File: src/rtl/cic_interp_pkg.sv
// Shared constants and helpers for the CIC interpolator and its decimator counterpart.
package cic_interp_pkg;

  localparam int unsigned CicNStages = 3;
  localparam int unsigned CicAccW    = 40;
  localparam int unsigned CicRBase   = 16;
  localparam int unsigned PhaseW     = 11;  // holds R-1 up to 2047

  typedef enum logic [0:0] {
    StIdle,
    StRun
  } cic_state_e;

  // Output scaling that removes the R^2 DC gain: log2(R^2) = 2*(4 + rate_sel).
  function automatic logic [4:0] rate_shift(input logic [2:0] rate_sel);
    return 5'(2 * (4 + int'(rate_sel)));
  endfunction

  // Last phase-counter value for a given ratio, i.e. R-1.
  function automatic logic [PhaseW-1:0] rate_last(input logic [2:0] rate_sel);
    return PhaseW'((CicRBase << rate_sel) - 1);
  endfunction

endpackage

File: src/rtl/cic_integrator.sv
// One wrapping accumulator stage of the CIC integrator chain.
module cic_integrator
  import cic_interp_pkg::*;
#(
  parameter int unsigned Width = CicAccW
) (
  input  logic             clk_i,
  input  logic             rst_ni,
  input  logic             clr_i,
  input  logic [Width-1:0] in_i,
  output logic [Width-1:0] acc_o
);

  logic [Width-1:0] acc_q;

  // Accumulate every cycle with modulo-2^Width wrap; clr_i flushes to zero.
  always_ff @(posedge clk_i or negedge rst_ni) begin
    if (!rst_ni) begin
      acc_q <= '0;
    end else if (clr_i) begin
      acc_q <= '0;
    end else begin
      acc_q <= acc_q + in_i;
    end
  end

  assign acc_o = acc_q;

endmodule

File: src/rtl/cic_interp.sv
// Three-stage CIC interpolator: low-rate combs, zero-stuffing, high-rate integrators.
module cic_interp
  import cic_interp_pkg::*;
#(
  parameter int unsigned N_STAGES = CicNStages,
  parameter int unsigned ACC_W    = CicAccW
) (
  input  logic        CLK,
  input  logic        RSTb,
  input  logic        en,
  input  logic [2:0]  rate_sel,
  input  logic [15:0] x_in,
  input  logic        in_valid,
  output logic        in_ready,
  output logic [15:0] y_out,
  output logic        out_tick,
  output logic        underrun
);

  cic_state_e        state_q, state_d;
  logic [2:0]        rate_q, rate_d;
  logic [PhaseW-1:0] phase_q, phase_d;
  logic [15:0]       samp_q, samp_d;
  logic [ACC_W-1:0]  dly_q [N_STAGES];
  logic [ACC_W-1:0]  dly_d [N_STAGES];
  logic [ACC_W-1:0]  stuff_q, stuff_d;
  logic              stuff_v_q, stuff_v_d;
  logic [15:0]       y_q, y_d;
  logic              tick_q, tick_d;

  logic              active;
  logic [15:0]       cur_samp;
  logic [ACC_W-1:0]  comb_v [N_STAGES+1];
  logic [ACC_W-1:0]  int_in;
  logic [ACC_W-1:0]  acc [N_STAGES];

  // en low overrides everything in the same cycle, including a pending request.
  assign active   = (state_q == StRun) && en;
  assign in_ready = (state_q == StRun) && (phase_q == rate_last(rate_q));
  assign underrun = in_ready && !in_valid;

  // Run/idle control; the ratio is frozen on entry to RUN.
  always_comb begin
    state_d = state_q;
    rate_d  = rate_q;
    unique case (state_q)
      StIdle: begin
        if (en) begin
          state_d = StRun;
          rate_d  = rate_sel;
        end
      end
      StRun: begin
        if (!en) state_d = StIdle;
      end
      default: state_d = StIdle;
    endcase
  end

  // Phase counter, sample capture, comb section and output stage; all zero when not active.
  always_comb begin
    phase_d   = '0;
    samp_d    = '0;
    dly_d     = '{default: '0};
    stuff_d   = '0;
    stuff_v_d = 1'b0;
    y_d       = '0;
    tick_d    = 1'b0;
    cur_samp  = samp_q;
    comb_v    = '{default: '0};
    if (active) begin
      phase_d = in_ready ? '0 : phase_q + 1'b1;
      samp_d  = samp_q;
      dly_d   = dly_q;
      tick_d  = 1'b1;
      y_d     = 16'($signed(acc[N_STAGES-1]) >>> rate_shift(rate_q));
      if (in_ready) begin
        // Missing data repeats the held sample rather than injecting a zero.
        if (in_valid) cur_samp = x_in;
        samp_d    = cur_samp;
        comb_v[0] = {{(ACC_W-16){cur_samp[15]}}, cur_samp};
        for (int k = 0; k < N_STAGES; k++) begin
          comb_v[k+1] = comb_v[k] - dly_q[k];
          dly_d[k]    = comb_v[k];
        end
        stuff_d   = comb_v[N_STAGES];
        stuff_v_d = 1'b1;
      end
    end
  end

  // State registers.
  always_ff @(posedge CLK or negedge RSTb) begin
    if (!RSTb) begin
      state_q   <= StIdle;
      rate_q    <= '0;
      phase_q   <= '0;
      samp_q    <= '0;
      dly_q     <= '{default: '0};
      stuff_q   <= '0;
      stuff_v_q <= 1'b0;
      y_q       <= '0;
      tick_q    <= 1'b0;
    end else begin
      state_q   <= state_d;
      rate_q    <= rate_d;
      phase_q   <= phase_d;
      samp_q    <= samp_d;
      dly_q     <= dly_d;
      stuff_q   <= stuff_d;
      stuff_v_q <= stuff_v_d;
      y_q       <= y_d;
      tick_q    <= tick_d;
    end
  end

  // Zero-stuffed feed into the first integrator.
  assign int_in = stuff_v_q ? stuff_q : '0;

  for (genvar k = 0; k < N_STAGES; k++) begin : g_integ
    logic [ACC_W-1:0] stage_in;
    if (k == 0) begin : g_head
      assign stage_in = int_in;
    end else begin : g_tail
      assign stage_in = acc[k-1];
    end
    cic_integrator #(
      .Width(ACC_W)
    ) u_integ (
      .clk_i (CLK),
      .rst_ni(RSTb),
      .clr_i (!active),
      .in_i  (stage_in),
      .acc_o (acc[k])
    );
  end

  assign y_out    = y_q;
  assign out_tick = tick_q;

endmodule

File: config.mk
export PLATFORM = sky130hd
export DESIGN_NAME = cic_interp
export DESIGN_NICKNAME = d
export VERILOG_FILES = /design/src/rtl/cic_interp_pkg.sv /design/src/rtl/cic_integrator.sv /design/src/rtl/cic_interp.sv
export SDC_FILE = /design/constraint.sdc
export NUM_CORES = 1
export LEC_CHECK = 0
export BUFFER_PORTS_ARGS = -buffer_cell sky130_fd_sc_hd__buf_4
export CELL_PAD_IN_SITES_DETAIL_PLACEMENT = 0
export CELL_PAD_IN_SITES_GLOBAL_PLACEMENT = 1
export CORE_MARGIN = 1.5
export CORE_UTILIZATION = 25
export CTS_BUF_LIST = sky130_fd_sc_hd__clkbuf_2
export DETAILED_ROUTE_END_ITERATION = 12
export PLACE_DENSITY_LB_ADDON = 0.2
export SYNTH_ARGS = -nofsm -noshare
export SYNTH_HDL_FRONTEND = slang
export SYNTH_SLANG_ARGS = --single-unit
File: constraint.sdc
create_clock -name CLK -period 20.5 [get_ports CLK]
set_input_delay 2.05 -clock CLK [delete_from_list [all_inputs] [get_ports CLK]]
set_output_delay 2.05 -clock CLK [all_outputs]
set_load 0.03 [all_outputs]
==> results.yml <==
logic_synthesis:
  synth_enable_flop_cells: 0
  synth_area_leader_cell: "sky130_fd_sc_hd__dfrtp_1"
  synth_compound_area_frac: 0.218
  synth.yosys.warnings: 0
  synth_mux_area_frac: 0.0291
  synth-seq-area-share: 0.334
  postSynthRegisterBits: 277
  synth_fp_nets: 2620
  postSynthCellCount: 2380
  post_synth_fa_ha_maj_area_fraction: 0.134
  synth_top_family_by_area: "compound AO/OA/AOI/OAI gates"
  avgSynthCellArea_um2: 8.71
  fraction_of_post_synthesis_cell_area_in_the_top_cell_type_by_area: 0.334
  ys_dominant_reg_cell: "sky130_fd_sc_hd__dfrtp_1"
  netlist_area_um2: 20700
  yosys.area_share.xor_xnor: 0.0802
  synth_cell_types: 90
  synth_simple_gate_area_share: 0.163
  synth_async_sr_flop_share: 1.00
  synthTopCellsByArea: "sky130_fd_sc_hd__dfrtp_1, sky130_fd_sc_hd__ha_1, sky130_fd_sc_hd__a21oi_1"
sta:
  setup-tns-final_ps: 0
  timing.hold.ws_ps: 460
  finalSetupViolations: 0
  achievable-frequency_mhz: 115
  rsz_0062_raised_after_global_routing: "false"
  relSlewSlack: 0.318
  timing_max_transition_violations_final: 0
  worst_slew_pin_slew_ps: 1020
  hold_viol_final: 0
  fin_skew_ps: 90.7
  layout_min_cycle_time_ps: 8700
  finalCritPeriodShare: 0.425
grt:
  grt_use_total: 0.123
  largest_net_degree_at_the_start_of_global_routing: 137
  grt-ovfl-total: 0
  first_global_vias: 16800
  grt_antenna_before_repair: 3
  grt_first_pass_wirelength_um: 86100
floorplan:
  design.core.area_um2: 82100
  die_width_um: 291
  die_outline_height_um: 291
  io_pins: 42
  die_area_um2: 84700
  std_cell_rows: 105
  effective_utilization_at_floorplan: 0.253
detailed_routing:
  num_vias: 16300
  drc: 0
  drt_iter0_drc: 624
  post_drt_via_cell_ratio: 4.58
  route.antenna.remaining_nets: 0
  wl_per_cell_um: 14.4
  wirelength_um: 51500
  dr.pass1.iters: 5
min_path:
  hp-class: "reg -> reg"
cells_and_area:
  fin_nets: 2671
  ratio_of_cells_with_drive_above_1_in_the_final_layout: 0.103
  fin_area_um2: 23000
  layoutNonFillerInstCount: 3569
  layout.cells.most_common: "sky130_fd_sc_hd__dfrtp_1"
  layout-area-overhead-vs-synth_pct: 10.8
  most-common-layout-cells: "sky130_fd_sc_hd__dfrtp_1, sky130_fd_sc_hd__nor2_1, sky130_fd_sc_hd__nand2_1"
clock_tree:
  cts_root_buf: "sky130_fd_sc_hd__clkbuf_2"
  cts-buffers-inserted: 84
  cts_sinks: 277
  clk_transition_reported_paths_ps: 90
  cts_hold_buf: 0
  cts.repair_timing.setup_buffer_count: 0
  clkLatencyLatePin_ps: 1110
  postCtsResizedCells: 0
  cts_max_level: 3
  tritoncts: "yes"
  cts_buffer_depth: 3
worst_setup_path:
  cp.arrival_ps: 9670
  cpPeakStageDelay_ps: 770
  worst-endpoint-required_ps: 21460
  cp_max_fo: 31
  worst_setup_path_category: "in -> reg"
  start_kind: "input pin"
  cpMaxStageDelayCell: "sky130_fd_sc_hd__a31oi_1"
  crit_top_cell: "sky130_fd_sc_hd__o21ai_0"
  endpoint_kind: "flip-flop"
placed_design:
  post_dp_cell_area_um2: 22200
  dp.final_hpwl_um: 37900
  numPlacedInstances: 3415
  port_buffers: 41
  routabilityCongestion: 0.819
pwr:
  power-per-cell-area_nw_per_um2: 64.9
  vdd_ir_drop_max_mv: 0.0290
  power_mw: 1.49
  leakagePower_nw: 10.7
status:
  status: "finished, final reports clean"
run:
  drv.max_cap_violation_count: 0
==> report_power, final <==
group,switching [mW],internal [mW],total (mW),leakage [nW]
registers,0.000903,0.547,0.548,3.86
logic,0.292,0.197,0.489,6.28
clock network,0.265,0.189,0.454,0.591
total,0.558,0.934,1.49,10.7
==> Yosys cell counts (all sizes together) (29+ instances only) <==
cell and count:
dfrtp 277, nor2 261, nand2 242, a21oi 222, ha 209, inv 136
o21ai 124, a21o 107, xnor2 97, xor2 92, clkbuf 73, nand3 52
and2 51, a211oi 34, mux2i 31, o21a 30, nand2b 29, nor2b 29
==> final cells by class <==
| class | count | area (um2) |
|---|---|---|
| Fill cell | 8883 | 59100 |
| Clock buffer | 113 | 566 |
| Sequential cell | 277 | 6930 |
| Clock inverter | 35 | 221 |
| Multi-Input combinational cell | 1879 | 13000 |
| Tap cell | 1070 | 1340 |
| Antenna cell | 6 | 15.0 |
| Inverter | 136 | 510 |
| Timing Repair Buffer | 53 | 430 |
==> metal layers <==
metal / GRT usage / vias up / routed length (um)
met2: 0.203 / 235 / 23400
met1: 0.160 / 7455 / 24800
li1: - / 8542 / -
met3: 0.0251 / 107 / 1800
met4: 0.0407 / 0 / 1440
met5: 0 / - / 0
==> cells by family (layout without fill, tap and decap cells) <==
group                    after synthesis  count (layout)
XOR/XNOR                             189             189
AND/OR/NAND/NOR                      752             752
multiplexers                          47              47
other                                  0               6
flip-flops                           277             277
AO/OA/AOI/OAI                        674             674
adder cells (fa/ha/maj)              217             217
buffers and inverters                224             337
==> metrics by stage <==
step / setup WS, ps / util
after global placement: 10710 / 0.270
after global routing: 10850 / 0.280
after detailed placement: 10590 / 0.270
after floorplan: 12070 / -
final: 11800 / 0.280
after CTS: 11830 / 0.280
==> flip-flops by register name, summed over array words and instances, names as in the netlist <==
| register | count |
|---|---|
| stuff_v_q | 1 |
| state_q | 1 |
| g_integ.u_integ.acc_o | 114 |
| dly_q | 77 |
| out_tick | 1 |
| phase_q | 11 |
| rate_q | 3 |
| samp_q | 15 |
| stuff_q | 38 |
| y_out | 16 |
==> critical path: cells and delay by family <==
family / cells / cell delay [ps]
compound gates: 16 / 4270
fa+ha+maj: 5 / 1410
xor+xnor: 1 / 100
buf+inv: 2 / 340
mux: 1 / 280
simple gates: 8 / 1210
==> final timing paths <==
kind | slack [ps] | from | endpoint | cells past startpoint
worst min register to register | 460 | phase_q[0] | phase_q[0] | 1
min in group asynchronous | 970 | RSTb | g_integ[1].u_integ.acc_o[22] | 1
worst min-delay path | 460 | phase_q[0] | phase_q[0] | 1
worst max-delay path | 11800 | in_valid | stuff_q[36] | 33
worst max register to register | 12730 | samp_q[0] | stuff_q[36] | 32
max in group asynchronous | 18270 | RSTb | dly_q[71] | 2
Note: power is estimated with default switching activity, not from simulation.
